===== src/rtl/interval_timer.sv =====
// rtl/interval_timer.sv - programmable interval timer with seconds prescaler and down-counter
// Holds tBASE/tEXT/tYEL, times the requested interval and pulses expired once when it elapses.
module interval_timer #(
  parameter int TICK_DIV = 100000000,
  parameter int VAL_W    = 4,
  parameter int DEF_BASE = 6,
  parameter int DEF_EXT  = 3,
  parameter int DEF_YEL  = 2
) (
  input  logic             clk,
  input  logic             Reset_Sync,
  input  logic             Prog_Sync,
  input  logic [1:0]       time_param_sel,
  input  logic [VAL_W-1:0] time_value,
  input  logic [1:0]       interval,
  input  logic             start_timer,
  output logic             expired,
  output logic             busy,
  output logic [VAL_W:0]   remaining
);

  localparam int PS_W = (TICK_DIV > 2) ? $clog2(TICK_DIV) : 1;
  localparam logic [PS_W-1:0] PS_MAX = PS_W'(TICK_DIV - 1);

  typedef enum logic {
    S_IDLE = 1'b0,
    S_RUN  = 1'b1
  } state_t;

  state_t           state_q, state_d;
  logic [VAL_W-1:0] base_q, base_d;
  logic [VAL_W-1:0] ext_q, ext_d;
  logic [VAL_W-1:0] yel_q, yel_d;
  logic [PS_W-1:0]  psc_q, psc_d;
  logic [VAL_W:0]   count_q, count_d;
  logic             expired_q, expired_d;

  logic [VAL_W-1:0] wr_val;
  logic [VAL_W:0]   dur;
  logic             tick;

  // A programmed zero is stored as one so no interval can be zero seconds long.
  assign wr_val = (time_value == '0) ? VAL_W'(1) : time_value;

  always_comb begin
    base_d = base_q;
    ext_d  = ext_q;
    yel_d  = yel_q;
    if (Prog_Sync) begin
      case (time_param_sel)
        2'b00:   base_d = wr_val;
        2'b01:   ext_d  = wr_val;
        2'b10:   yel_d  = wr_val;
        default: ;
      endcase
    end
  end

  // Duration reads the next-state registers so a same-cycle write is seen by the start.
  always_comb begin
    dur = '0;
    case (interval)
      2'b00:   dur = {1'b0, base_d};
      2'b01:   dur = {1'b0, ext_d};
      2'b10:   dur = {1'b0, yel_d};
      default: dur = {base_d, 1'b0};
    endcase
  end

  assign tick = (state_q == S_RUN) && (psc_q == PS_MAX);

  always_comb begin
    state_d   = state_q;
    psc_d     = psc_q;
    count_d   = count_q;
    expired_d = 1'b0;
    if (start_timer) begin
      // A start always wins, including over the final tick of a running countdown.
      state_d = S_RUN;
      count_d = dur;
      psc_d   = '0;
    end else begin
      case (state_q)
        S_IDLE: begin
          psc_d = '0;
        end
        S_RUN: begin
          if (tick) begin
            psc_d = '0;
            if (count_q > (VAL_W+1)'(1)) begin
              count_d = count_q - 1'b1;
            end else begin
              count_d   = '0;
              state_d   = S_IDLE;
              expired_d = 1'b1;
            end
          end else begin
            psc_d = psc_q + 1'b1;
          end
        end
        default: state_d = S_IDLE;
      endcase
    end
  end

  always_ff @(posedge clk) begin
    if (Reset_Sync) begin
      state_q   <= S_IDLE;
      base_q    <= VAL_W'(DEF_BASE);
      ext_q     <= VAL_W'(DEF_EXT);
      yel_q     <= VAL_W'(DEF_YEL);
      psc_q     <= '0;
      count_q   <= '0;
      expired_q <= 1'b0;
    end else begin
      state_q   <= state_d;
      base_q    <= base_d;
      ext_q     <= ext_d;
      yel_q     <= yel_d;
      psc_q     <= psc_d;
      count_q   <= count_d;
      expired_q <= expired_d;
    end
  end

  assign expired   = expired_q;
  assign busy      = (state_q == S_RUN);
  assign remaining = count_q;

endmodule


===== config.mk =====
export PLATFORM = sky130hd
export DESIGN_NAME = interval_timer
export DESIGN_NICKNAME = d
export VERILOG_FILES = /design/src/rtl/interval_timer.sv
export SDC_FILE = /design/constraint.sdc
export NUM_CORES = 1
export LEC_CHECK = 0
export BUFFER_PORTS_ARGS = -buffer_cell sky130_fd_sc_hd__buf_2
export CORE_ASPECT_RATIO = 1.75
export CORE_MARGIN = 2
export CORE_UTILIZATION = 46
export CTS_CLUSTER_SIZE = 8
export DETAILED_ROUTE_END_ITERATION = 6
export PLACE_DENSITY = 0.63
export SYNTH_ARGS = -nofsm -noshare
export SYNTH_HDL_FRONTEND = slang
export SYNTH_SLANG_ARGS = --single-unit

===== constraint.sdc =====
create_clock -name clk -period 4.15 [get_ports clk]
set_clock_uncertainty 0.15 [all_clocks]
set_input_delay 0.2075 -clock clk [delete_from_list [all_inputs] [get_ports clk]]
set_output_delay 0.2075 -clock clk [all_outputs]
set_load 0.005 [all_outputs]

==> results.yml, run 1 <==
run_status:
  status: "complete, no violations"
synthesis:
  async_flop_share_pct: 0
  synth_top_area_share_pct: 38.08
  synth_edf_count: 0
  yosysUniqueCellTypes: 65
  synth-seq-area-share_pct: 38.08
  yosys_register_bits: 46
  synthCells: 269
  ys_warn_count: 0
  synth_area_um2: 2419
  avgSynthCellArea_um2: 8.991
  synth_top_flop_cell: "dfxtp_1"
  yosysTopAreaCell: "dfxtp_1"
  syn_nets: 284
  synth.area.top_cells: "dfxtp_1 (38%), nor2_1 (6.4%), mux2i_1 (5.0%)"
global_route:
  grt_start_max_net_pins: 28
  grt_pass1_wl_mm: 8.707
  antenna_found_initial: 0
  grtUsageTotal_pct: 19.27
  grt_pass1_vias: 1974
  grt_overflow_total: 0
placement:
  port-buffer-count: 18
  place_area_um2: 2474
  dp_slack_ns: 1.731
  gp_congestion: 0.8126
  dp_hpwl_mm: 3.985
route:
  drc: 0
  wl_per_cell_um: 15.58
  via_per_inst: 5.717
  antenna_left: 0
  finalWirelength_mm: 5.282
  drtPass1Iterations: 4
  first_iter_violations: 90
  num_vias: 1938
finish:
  drive_gt1_share_pct: 15.85
  nNetsFinal: 298
  fillerInstances: 529
  regArea_um2: 920.9
  n_antenna_cell: 0
  fin_util_pct: 49.98
  syn2layout_area_growth_pct: 6.777
  final_common_cell: "dfxtp_1"
  multi_input_area_um2: 1356
  design_area_um2: 2582
  layout_common_cells: "dfxtp_1 (46), nor2_1 (41), nand2_1 (18), buf_2 (18), nand3_1 (15)"
clock_tree:
  h-tree-depth: 2
  ctsHoldBuffers: 0
  cts_tree: "yes"
  numClockSinks: 46
  cts-buffers-inserted: 5
  clkTransAtPathRegs_ns: 0.09
  cts_buffer_depth: 2
  cts_resized: 0
  cts_setup_buffers: 0
  clk_latency_ns: 0.30
  cts-root-buf: "clkbuf_8"
floorplan:
  chipWidth_um: 58.81
  die_h_um: 99.92
  io_pins: 19
  num_rows: 35
  die-area_um2: 5876
  start_util_pct: 46.80
  core_area_um2: 5167
timing:
  setup_violations: 0
  post-route-period-util_pct: 58.29
  fin_ws_ns: 1.731
  finalCriticalPeriod_ns: 2.419
  setup-tns-final_ns: 0
  fin_hold_ws_ns: 0.06021
  hold_violations: 0
  relSlewSlack_pct: 30.21
  final_max_slew_viol_count: 0
  tightest_slew_ns: 1.037
  rsz0062_at_grt: "no"
  fmax_ghz: 0.4134
setup_path:
  crit_chain: "ha_1, nand3_2, or3_1, nor4_2, mux2_1, o211a_1"
  worstPathMaxFanout: 9
  cp-start-kind: "register"
  reg2reg_to: "remaining[3]"
  critPathCaptureType: "register"
  startpoint: "psc_q[0]"
  cp_slowest_cell: "or3_1"
  r2r_cells: 6
  reg2reg_from: "psc_q[0]"
  worstSetupEndpoint: "remaining[3]"
  cp.required_ns: 4.20
  arrival_ns: 2.47
  crit_type: "register to register"
  slowest_delay_ns: 0.57
  rrSetupSlack_ns: 1.73
flow_run:
  max_cap_viol_count: 0
power:
  leakage_uw: 0.0009918
  powerDensity_nw_per_um2: 337.0
  max-vdd-ir-drop_mv: 0.2197
hold_path:
  hold_path.class: "primary input to register"
[through the flow]
stage	total power [µW]	instances
after global placement	552.6	331
after CTS	881.0	339
after global routing	910.2	339
after floorplan	529.0	269
after detailed placement	553.1	331
final	870.4	339
[flip-flops by register name, summed over array words and instances (netlist names)]
signal	cells
psc_q	27
busy	1
yel_q	4
remaining	5
base_q	4
expired	1
ext_q	4
[cell families (layout without fill, tap and decap cells)]
family	after synthesis	after routing	synth area share, %
adders and majority gates	3	3	1.552
buffers and inverters	21	36	5.846
and+or+nand+nor	127	127	29.18
muxes	14	14	5.898
DFF	46	46	38.08
AOI/OAI and AO/OA	34	34	10.76
xor gates and xnor gates	24	24	8.691
[worst max-delay path: cells and delay by family (launching register included)]
family          cells  cell delay [ns]
simple gates        3             1.04
flops               1             0.36
mux                 1             0.36
compound gates      1             0.21
fa+ha+maj           1             0.20
[cell type report]
cell class                      instances  share of cell area, %
Multi-Input combinational cell        202                  52.52
Inverter                               10                  1.453
Tap cell                               55                  2.665
Sequential cell                        46                  35.66
Timing Repair Buffer                   18                  3.488
Clock inverter                          3                  1.550
Clock buffer                            5                  2.665
[per-layer routing]
metal	part of all wire [%]	global-route usage [%]	vias to the layer above
met5	0	0	-
met1	38	18.59	914
met3	2.3	3.351	14
met2	56	37.52	35
li1	-	-	975
met4	2.7	8.566	0
[report_power, final]
group | switching [µW] | total, µW | internal, µW
sequential | 9.02 | 459 | 450
clock | 150 | 327 | 177
combinational | 49.5 | 83.6 | 34.2
[cells in the mapped netlist, types with 2 or more instances]
cell and count:
dfxtp_1 46, nor2_1 41, nand2_1 18, nand3_1 15, mux2i_1 12, xnor2_1 12
xor2_1 12, inv_1 10, nor3_1 10, a21oi_1 6, and3_1 5, nand4_1 5
or3_1 4, a31oi_1 3, clkbuf_1 3, clkbuf_8 3, ha_1 3, nand3b_1 3
o21ai_0 3, and3_2 2, buf_8 2, nand2b_1 2, nand4b_1 2, nor2b_1 2
nor4_1 2, o21bai_1 2, o31ai_1 2, or4b_2 2
[how the worst min path moves through the flow]
stage	start	end	slack [ns]	depth (start not counted)
5_1_grt	time_value[2]	yel_q[2]	0.07	3
6_report	time_value[2]	yel_q[2]	0.06	3
2_1_floorplan	Reset_Sync	base_q[3]	0.14	1
3_5_place_dp	psc_q[0]	psc_q[0]	0.29	1
4_1_cts	time_value[1]	ext_q[1]	0.05	3
3_3_place_gp	psc_q[0]	psc_q[0]	0.28	1
Power figures use the tool's default switching activity.
==> run 2: changes to the inputs <==
Clock period 4.15 ns to 2.3 ns, I/O delays scaled along.
==> results.yml, run 2 (synthesis results as in run 1) <==
finish:
  drive_gt1_share_pct: 18.52
  n_antenna_cell: 0
  design_area_um2: 2675
  multi_input_area_um2: 1368
  fillerInstances: 522
  syn2layout_area_growth_pct: 10.61
  fin_util_pct: 51.77
  final_common_cell: "dfxtp_1"
  nNetsFinal: 311
  layout_common_cells: "dfxtp_1 (45), nor2_1 (41), nand2_1 (18), buf_2 (18), nand3_1 (15)"
  regArea_um2: 922.1
  largest_reg_flops: 27
  largest_register: "psc_q"
placement:
  gp_congestion: 0.8275
  place_area_um2: 2541
  dp_hpwl_mm: 4.127
  port-buffer-count: 18
timing:
  fmax_ghz: 0.4560
  post-route-period-util_pct: 95.35
  tightest_slew_ns: 0.5184
  setup_violations: 0
  final_max_slew_viol_count: 0
  hold_violations: 0
  finalCriticalPeriod_ns: 2.193
  relSlewSlack_pct: 65.29
  rsz0062_at_grt: "no"
  setup-tns-final_ns: 0
global_route:
  grtUsageTotal_pct: 19.41
  grt_pass1_vias: 1953
  grt_overflow_total: 0
  antenna_found_initial: 0
  grt_start_max_net_pins: 28
  grt_pass1_wl_mm: 8.680
setup_path:
  reg2reg_to: "psc_q[8]"
  arrival_ns: 2.22
  crit_buf_inv: 1
  crit_type: "register to register"
  rrSetupSlack_ns: 0.11
  reg2reg_from: "psc_q[0]"
  path_depth: 7
  worstSetupEndpoint: "psc_q[8]"
  r2r_cells: 7
  critPathCaptureType: "register"
  slowest_delay_ns: 0.41
  cp-start-kind: "register"
  critical_path.top_delay_family: "simple AND/OR/NAND/NOR gates"
  startpoint: "psc_q[0]"
  worstPathMaxFanout: 13
  cp_slowest_cell: "or3_1"
  cp.required_ns: 2.33
  crit_chain: "ha_1, nand3_2, or3_1, buf_4, nor3_4, nand3b_2, nor2_1"
floorplan:
  io_pins: 19
  die_h_um: 99.92
  chipWidth_um: 58.81
  num_rows: 35
  core_area_um2: 5167
  die-area_um2: 5876
  start_util_pct: 46.80
route:
  drtPass1Iterations: 4
  wl_per_cell_um: 15.54
  finalWirelength_mm: 5.469
  num_vias: 2014
  via_per_inst: 5.722
  antenna_left: 0
  drc: 0
  first_iter_violations: 70
clock_tree:
  cts_buffer_depth: 2
  numClockSinks: 46
  cts-buffers-inserted: 5
  clkTransAtPathRegs_ns: 0.09
  h-tree-depth: 2
  clk_latency_ns: 0.30
  cts_tree: "yes"
  cts-root-buf: "clkbuf_8"
power:
  leakage_uw: 0.001039
  max-vdd-ir-drop_mv: 0.4003
  powerDensity_nw_per_um2: 557.5
hold_path:
  hold_start: "Reset_Sync"
  hold_path.class: "primary input to register"
run_status:
  status: "complete, no violations"
flow_run:
  max_cap_viol_count: 0
==> run 2: worst min-delay path by stage <==
stage,end,slack [ns],cells past startpoint
after global placement,yel_q[2],0.27,3
after global routing,yel_q[0],0.03,2
after detailed placement,ext_q[1],0.27,3
after floorplan,base_q[3],0.05,1
after CTS,ext_q[3],0.003,3
final,base_q[0],0.007,2
==> run 2: area by class of cell <==
type | count | share of cell area, %
multi-input cells | 203 | 51.12
flip-flops and latches | 46 | 34.47
repair buffers | 30 | 7.016
clock buffers | 7 | 3.227
well taps | 55 | 2.572
inverters | 10 | 1.403
clock inverters | 1 | 0.1871
==> run 2: worst reg2reg max path, stage by stage (launching register included) <==
cell,delay [ns]
dfxtp_1,0.36
ha_1,0.21
nand3_2,0.09
or3_1,0.41
buf_4,0.19
nor3_4,0.23
nand3b_2,0.35
nor2_1,0.08
==> run 2: timing repair <==
item                                    in CTS  in global routing
setup buffers                                0                  0
hold buffers                                 3                  0
resized for setup                            0                  1
endpoints found under the setup margin       0                 27
hold endpoints to repair                     5                  0
==> run 2: stage by stage <==
stage	hold WS, ns	setup WS, ns	total power, µW	std cells
2_1_floorplan	0.04877	0.1041	954.5	269
3_3_place_gp	0.2691	0.1411	997.5	340
3_5_place_dp	0.2689	0.05837	998.9	340
4_1_cts	0.002784	0.03694	1503	351
5_1_grt	0.03416	0.002476	1561	352
6_report	0.007175	0.1068	1491	352
==> run 2: report_power, final <==
part	internal (µW)	switching, µW	leakage [µW]
logic	65.5	91.4	0.000617
registers	813	16.8	0.000373
clock network	243	262	0.0000482
total	1120	370	0.00104
==> run 2: metal layers <==
layer / GRT usage, % / wire [µm] / vias up
met5: 0 / 0 / -
met4: 10.84 / 231 / 0
met3: 3.351 / 135 / 20
met2: 37.18 / 3074 / 37
met1: 18.31 / 2028 / 951
li1: - / - / 1006
